File: config.mk
export PLATFORM = sky130hd
export DESIGN_NAME = ir_fetch_sequencer
export DESIGN_NICKNAME = d
export VERILOG_FILES = /design/src/rtl/ir_fetch_sequencer.sv
export SDC_FILE = /design/constraint.sdc
export NUM_CORES = 1
export LEC_CHECK = 0
export ABC_CLOCK_PERIOD_IN_PS = 3700
export CAP_MARGIN = 5
export CORE_MARGIN = 5
export CORE_UTILIZATION = 35
export CTS_BUF_LIST = sky130_fd_sc_hd__clkbuf_16
export DETAILED_ROUTE_END_ITERATION = 10
export SYNTH_ARGS = -nofsm -noshare
export SYNTH_HDL_FRONTEND = slang
export SYNTH_SLANG_ARGS = --single-unit
File: constraint.sdc
create_clock -name Clock -period 3.7 [get_ports Clock]
set_clock_uncertainty 0.15 [all_clocks]
set_input_delay 0.925 -clock Clock [delete_from_list [all_inputs] [get_ports Clock]]
set_output_delay 0.925 -clock Clock [all_outputs]
set_load 0.005 [all_outputs]
File: src/rtl/ir_fetch_sequencer.sv
// ---------------------------------------------------------------------------
// ir_fetch_sequencer
//   Multi-cycle fetch controller. It fills a 16-bit instruction register from
//   byte-wide memory with two byte reads. Each accepted byte loads one IR half
//   and increments the PC. The block sits between the CPU control unit
//   (Start/Done) and the PC/IR register instances (FunSel/E controls).
//
// Ports
//   Clock      in   rising-edge system clock
//   Reset      in   synchronous, active-high; all outputs forced low while high
//   Start      in   begin a fetch; accepted only in IDLE, DONE or ERR
//   Stall      in   freezes an in-progress byte request
//   MemReq     out  byte read request to memory
//   MemAck     in   memory byte valid this cycle (only meaningful with MemReq)
//   PC_FunSel  out  PC register function select (000 whenever PC_E = 0)
//   PC_E       out  PC register enable
//   IR_FunSel  out  IR register function select (000 whenever IR_E = 0)
//   IR_E       out  IR register enable
//   Busy       out  high while a byte request is outstanding (REQ_LO, REQ_HI)
//   Done       out  one-cycle pulse after the second byte is loaded
//   Timeout    out  error flag, high while parked in ERR
//   dbg_state  out  current FSM state, for observation only
//
// Memory handshake: MemReq acts as "valid" for the request and MemAck as
// "ready/data valid". A byte transfers in exactly the cycle where both
// MemReq=1 and MemAck=1. MemAck is ignored whenever MemReq=0, which includes
// stalled cycles. All outputs are Mealy: they depend on the state and on the
// inputs of the same cycle.
// ---------------------------------------------------------------------------
module ir_fetch_sequencer #(
  parameter int MEM_WAIT_MAX      = 15,
  parameter int LOW_FIRST         = 1,
  parameter int CLEAR_IR_ON_START = 0
) (
  input  logic       Clock,
  input  logic       Reset,
  input  logic       Start,
  input  logic       Stall,
  output logic       MemReq,
  input  logic       MemAck,
  output logic [2:0] PC_FunSel,
  output logic       PC_E,
  output logic [2:0] IR_FunSel,
  output logic       IR_E,
  output logic       Busy,
  output logic       Done,
  output logic       Timeout,
  output logic [2:0] dbg_state
);

  localparam int CW = (MEM_WAIT_MAX < 1) ? 1 : $clog2(MEM_WAIT_MAX + 1);
  localparam logic [CW-1:0] WAIT_MAX = CW'(MEM_WAIT_MAX);

  // Function selects of the register instances
  localparam logic [2:0] FS_NONE     = 3'b000;
  localparam logic [2:0] PC_INC      = 3'b001;
  localparam logic [2:0] PC_DEC      = 3'b000;
  localparam logic [2:0] IR_CLEAR    = 3'b011;
  localparam logic [2:0] IR_LOAD_LO  = 3'b101;
  localparam logic [2:0] IR_LOAD_HI  = 3'b110;

  // REQ_LO is the first byte of a fetch and REQ_HI the second. LOW_FIRST
  // decides which IR half each of them loads.
  localparam logic [2:0] FS_FIRST  = (LOW_FIRST != 0) ? IR_LOAD_LO : IR_LOAD_HI;
  localparam logic [2:0] FS_SECOND = (LOW_FIRST != 0) ? IR_LOAD_HI : IR_LOAD_LO;

  typedef enum logic [2:0] {
    S_IDLE   = 3'd0,
    S_REQ_LO = 3'd1,
    S_REQ_HI = 3'd2,
    S_DONE   = 3'd3,
    S_ERR    = 3'd4
  } state_t;

  state_t        state_q, state_d;
  logic [CW-1:0] cnt_q, cnt_d;

  always_ff @(posedge Clock) begin
    if (Reset) begin
      state_q <= S_IDLE;
      cnt_q   <= '0;
    end else begin
      state_q <= state_d;
      cnt_q   <= cnt_d;
    end
  end

  always_comb begin
    state_d   = state_q;
    cnt_d     = cnt_q;
    MemReq    = 1'b0;
    PC_FunSel = FS_NONE;
    PC_E      = 1'b0;
    IR_FunSel = FS_NONE;
    IR_E      = 1'b0;
    Busy      = 1'b0;
    Done      = 1'b0;
    Timeout   = 1'b0;

    case (state_q)
      S_IDLE, S_DONE, S_ERR: begin
        Done    = (state_q == S_DONE);
        Timeout = (state_q == S_ERR);
        if (Start) begin
          state_d = S_REQ_LO;
          cnt_d   = '0;
          if (CLEAR_IR_ON_START != 0) begin
            IR_E      = 1'b1;
            IR_FunSel = IR_CLEAR;
          end
        end else if (state_q == S_DONE) begin
          state_d = S_IDLE;
        end
      end

      S_REQ_LO, S_REQ_HI: begin
        Busy = 1'b1;
        // A stalled cycle is invisible to memory and to the wait counter.
        if (!Stall) begin
          MemReq = 1'b1;
          if (MemAck) begin
            IR_E      = 1'b1;
            IR_FunSel = (state_q == S_REQ_LO) ? FS_FIRST : FS_SECOND;
            PC_E      = 1'b1;
            PC_FunSel = PC_INC;
            cnt_d     = '0;
            state_d   = (state_q == S_REQ_LO) ? S_REQ_HI : S_DONE;
          end else if (cnt_q != WAIT_MAX) begin
            cnt_d = cnt_q + CW'(1);
          end else begin
            state_d = S_ERR;
            // Undo the first byte's increment so the PC points at the start
            // of the failed instruction.
            if (state_q == S_REQ_HI) begin
              PC_E      = 1'b1;
              PC_FunSel = PC_DEC;
            end
          end
        end
      end

      default: state_d = S_IDLE;
    endcase

    // Reset dominates every output in the cycle it is asserted.
    if (Reset) begin
      MemReq    = 1'b0;
      PC_FunSel = FS_NONE;
      PC_E      = 1'b0;
      IR_FunSel = FS_NONE;
      IR_E      = 1'b0;
      Busy      = 1'b0;
      Done      = 1'b0;
      Timeout   = 1'b0;
    end
  end

  assign dbg_state = state_q;

endmodule

# Yosys cells after proc, flatten, opt, wreduce, memory -nomap -nowiden
# Cells that the tools add are included.
# word_totals
input_bits	5
elab_cells	59
out_inout_bits	15
reg_bits	7
# classes
n_reduce_logical	6
add_sub_neg	1
eq_ne	10
mux	40
# op_table
cell	count
3-bit two-way mux	10
1-bit two-way mux	23
4-bit two-way mux	4
3-bit != test, second input constant	3
4-bit one-hot mux with 2 select lines	1
3-bit by 2-bit == test with 1-bit output, second input constant	2
3-bit one-hot mux with 2 select lines	1
4-bit by 1-bit adder with 4-bit output, second input constant	1
2-bit != test, second input constant	2
4-bit != test, second input constant	1
4-bit AND reduction	1
3-bit by 1-bit == test with 1-bit output, second input constant	1
3-bit == test, second input constant	1
3-bit zero test	1
3-bit AND reduction	1
3-bit OR reduction	1
2-bit two-way mux	1
2-bit nonzero test	1
2-bit OR reduction	1

# Longest topological paths before layout
# Gate-level depths: netlist (run 1).
# logic_depth
word_depth	7
mapped_depth	5

# Worst setup path before layout (run 1)
# No wires, ideal clock.
# synth_timing
kind	in2out
start	input Reset
end	output IR_FunSel[2]
slack_ns	0.795
cell_stages	5
arrival_ns	1.830
cell_sequence	clkbuf_1 > nor3_1 > nand2_1 > nor2_1 > buf_4
# synth_between
elab_chain_cells	1
# synth_rtl
element	line	rtl
from (decl)	36	input logic Reset,
3-bit two-way mux	146	if (Reset) begin
to (decl)	43	output logic [2:0] IR_FunSel,
# No other way between the ends.

# Final worst setup path (run 1)
# layout_timing
start	input Reset
end	output PC_FunSel[0]
# layout_between
elab_chain_cells	1
# layout_rtl
element	line	rtl
3-bit two-way mux	146	
to (decl)	41	output logic [2:0] PC_FunSel,
# No other way between the ends.

==> results.sh, run 1 <==
export IMPL_slowest_delay_ns=0.53
export IMPL_finalNetCount=107
export IMPL_hold_viol=0
export IMPL_syn_avg_cell_area_um2=8.44
export IMPL_wl_per_cell_um=12.6
export IMPL_drv_cap=0
export IMPL_ys_seq_area_share_pct=20.3
export IMPL_die_x_um=54.5
export IMPL_status="completed"
export IMPL_min_path_type="reg -> reg"
export IMPL_instances_no_fill=127
export IMPL_leakagePower_nw=0.349
export IMPL_rows=16
export IMPL_synth_warnings=0
export IMPL_crit_path_end_kind="output port"
export IMPL_grt_ovfl_total=0
export IMPL_ys_ff_latch=7
export IMPL_fin_util_pct=49.2
export IMPL_critPathArrivalTime_ns=2.47
export IMPL_fmax_ghz=0.282
export IMPL_synth_main_ff_cell="dfxtp_1"
export IMPL_antennaDiodeCount=0
export IMPL_num_vias=658
export IMPL_cts_max_path_buffers=2
export IMPL_synth_edf_count=0
export IMPL_cts_resized_gates=0
export IMPL_syn_to_final_growth_pct=36.5
export IMPL_fin_crit_ns=3.54
export IMPL_ant_nets=0
export IMPL_grt_max_degree=16
export IMPL_crit_slowest_cell="clkdlybuf4s50_1"
export IMPL_dp_cells=123
export IMPL_synth_common_cells="nand2_1, dfxtp_1, buf_4, inv_1, nor2_1"
export IMPL_first_global_vias=573
export IMPL_antenna_found_initial=0
export IMPL_via_per_inst=5.18
export IMPL_ir_drop_v=0.000348
export IMPL_cp_cell_sequence="clkdlybuf4s50_1 -> nor3_1 -> nand2_1 -> nor2_1 -> clkdlybuf4s50_1"
export IMPL_crit_top_cell="clkdlybuf4s50_1"
export IMPL_dp_hpwl_um=1250
export IMPL_syn_area_um2=692
export IMPL_clock_sinks=7
export IMPL_htreeDepth=1
export IMPL_ioPinCount=20
export IMPL_grt_pass1_wl_um=2570
export IMPL_synthCells=82
export IMPL_worstSetupPathType="in -> out"
export IMPL_core_area_mm2=0.00192
export IMPL_grt_use_total_pct=12.2
export IMPL_initialDrtViolationCount=12
export IMPL_hold_buffers=0
export IMPL_path_clk_slew_ns=0.03
export IMPL_drt_pass1_iterations=4
export IMPL_fin_tns_setup_ns=0
export IMPL_dieArea_mm2=0.00297
export IMPL_yosysTopAreaCell="dfxtp_1"
export IMPL_period_share_pct=95.8
export IMPL_worst_pin_slew_ns=0.555
export IMPL_yosysMostFrequentCell="nand2_1"
export IMPL_place_port_buffers=17
export IMPL_cp_start_kind="input port"
export IMPL_finalMaxSlewViolations=0
export IMPL_start_util_pct=36.0
export IMPL_cts_buffers=3
export IMPL_powerDensity_mw_per_mm2=396
export IMPL_cp_required_ns=2.62
export IMPL_postCtsSetupBuffers=0
export IMPL_relSlewSlack_pct=63.0
export IMPL_cts_tree="yes"
export IMPL_synth_top_area_share_pct=20.3
export IMPL_crit_fanout=3
export IMPL_cts_root_buf="clkbuf_16"
export IMPL_async_flop_share_pct=0
export IMPL_rsz0062_at_grt="false"
export IMPL_setup_ws_ns=0.155
export IMPL_layout_drive_gt1_share_pct=17.0
export IMPL_setup_viol=0
export IMPL_routed_wl_um=1590
export IMPL_die_height_um=54.5
export IMPL_hold_ws_ns=0.323
export IMPL_route_detailed_drc=0
export IMPL_synth_top_cells_by_area="dfxtp_1, buf_4, a221oi_2, nand2_1, xnor2_4"
export IMPL_worstSkewPairLatency_ns=0.23
export IMPL_ys_types=37
export IMPL_gp_congestion=0.724
export IMPL_place_ws_ns=0.170
-- flip-flops by register name (all words and copies together), names as in the netlist --
name,count
cnt_q,4
dbg_state,3
-- where the power goes --
group          switching (mW)  total (mW)  internal, mW  leakage, nW
registers              0.0119      0.0916        0.0797       0.0567
logic                  0.0485       0.103        0.0541        0.250
clock network          0.0391       0.179         0.140       0.0423
total                  0.0995       0.374         0.274        0.349
-- routing by layer --
layer,up-vias,GRT usage [%],share of wire (%)
li1,326,-,-
met1,309,14.7,45
met2,19,19.1,48
met3,4,4.90,4.6
met4,0,4.98,1.4
met5,-,0,0
-- worst max-delay path: cells and delay by family --
family / cells / cell delay, ns
buf+inv: 2 / 0.97
simple gates: 3 / 0.57
-- kinds of logic (layout without fill, tap and decap cells) --
group           after synthesis  count (layout)  synth area share [%]
other cells                   1               2                 0.542
simple gates                 36              36                  33.3
compound gates               23              23                  28.2
flops                         7               7                  20.3
buf+inv                      13              30                  11.9
fa+ha+maj                     1               1                  1.81
xor+xnor                      1               1                  3.98
-- through the flow --
step	power (mW)	cell area [um2]
after global routing	0.396	945
after floorplan	0.168	696
after CTS	0.379	945
after global placement	0.195	866
final	0.374	945
after detailed placement	0.196	866
-- path summary, 6_finish.rpt --
path                                    from      endpoint  slack [ns]  depth (start not counted)
worst max-delay path                   Reset  PC_FunSel[0]        0.16                          5
worst min-delay path                cnt_q[0]      cnt_q[0]        0.32                          2
worst max register to register  dbg_state[0]      cnt_q[3]        1.90                          4
worst min register to register      cnt_q[0]      cnt_q[0]        0.32                          2
-- placed cells by master (no fill, tap or decap), drive strengths merged, types with 2 or more instances in the layout --
cell type      netlist  routed
clkbuf               1       3
nor2b                2       2
inv                  5       6
and3b                2       2
nand2b               2       2
nand3                2       2
buf                  7       4
clkdlybuf4s50        0      17
and3                 2       2
conb                 1       2
nand3b               2       2
o21ba                3       3
o21ai                8       8
a21oi                2       2
dfxtp                7       7
nor3                 4       4
nand2                8       8
o211ai               2       2
nor4b                2       2
nor2                 5       5
a221oi               2       2
o31ai                2       2
-- final cells by class --
class | count | area [um2]
timing repair buffer | 21 | 200
clock inverter | 1 | 3.75
fill | 189 | 977
tap | 27 | 33.8
clock buffer | 3 | 75.1
multi-input combinational | 63 | 473
sequential | 7 | 140
inverter | 5 | 18.8
No activity file was read; power rests on OpenSTA's default activity.
==> run 2: changes to the inputs <==
--- a/config.mk
+++ b/config.mk
@@ -10,6 +10,7 @@
 export CORE_MARGIN = 5
 export CORE_UTILIZATION = 35
 export CTS_BUF_LIST = sky130_fd_sc_hd__clkbuf_16
+export CTS_CLUSTER_DIAMETER = 80
 export DETAILED_ROUTE_END_ITERATION = 10
 export SYNTH_ARGS = -nofsm -noshare
 export SYNTH_HDL_FRONTEND = slang
==> results of run 2 <==
No change in the layout: final DEF, timing and power equal those of run 1.
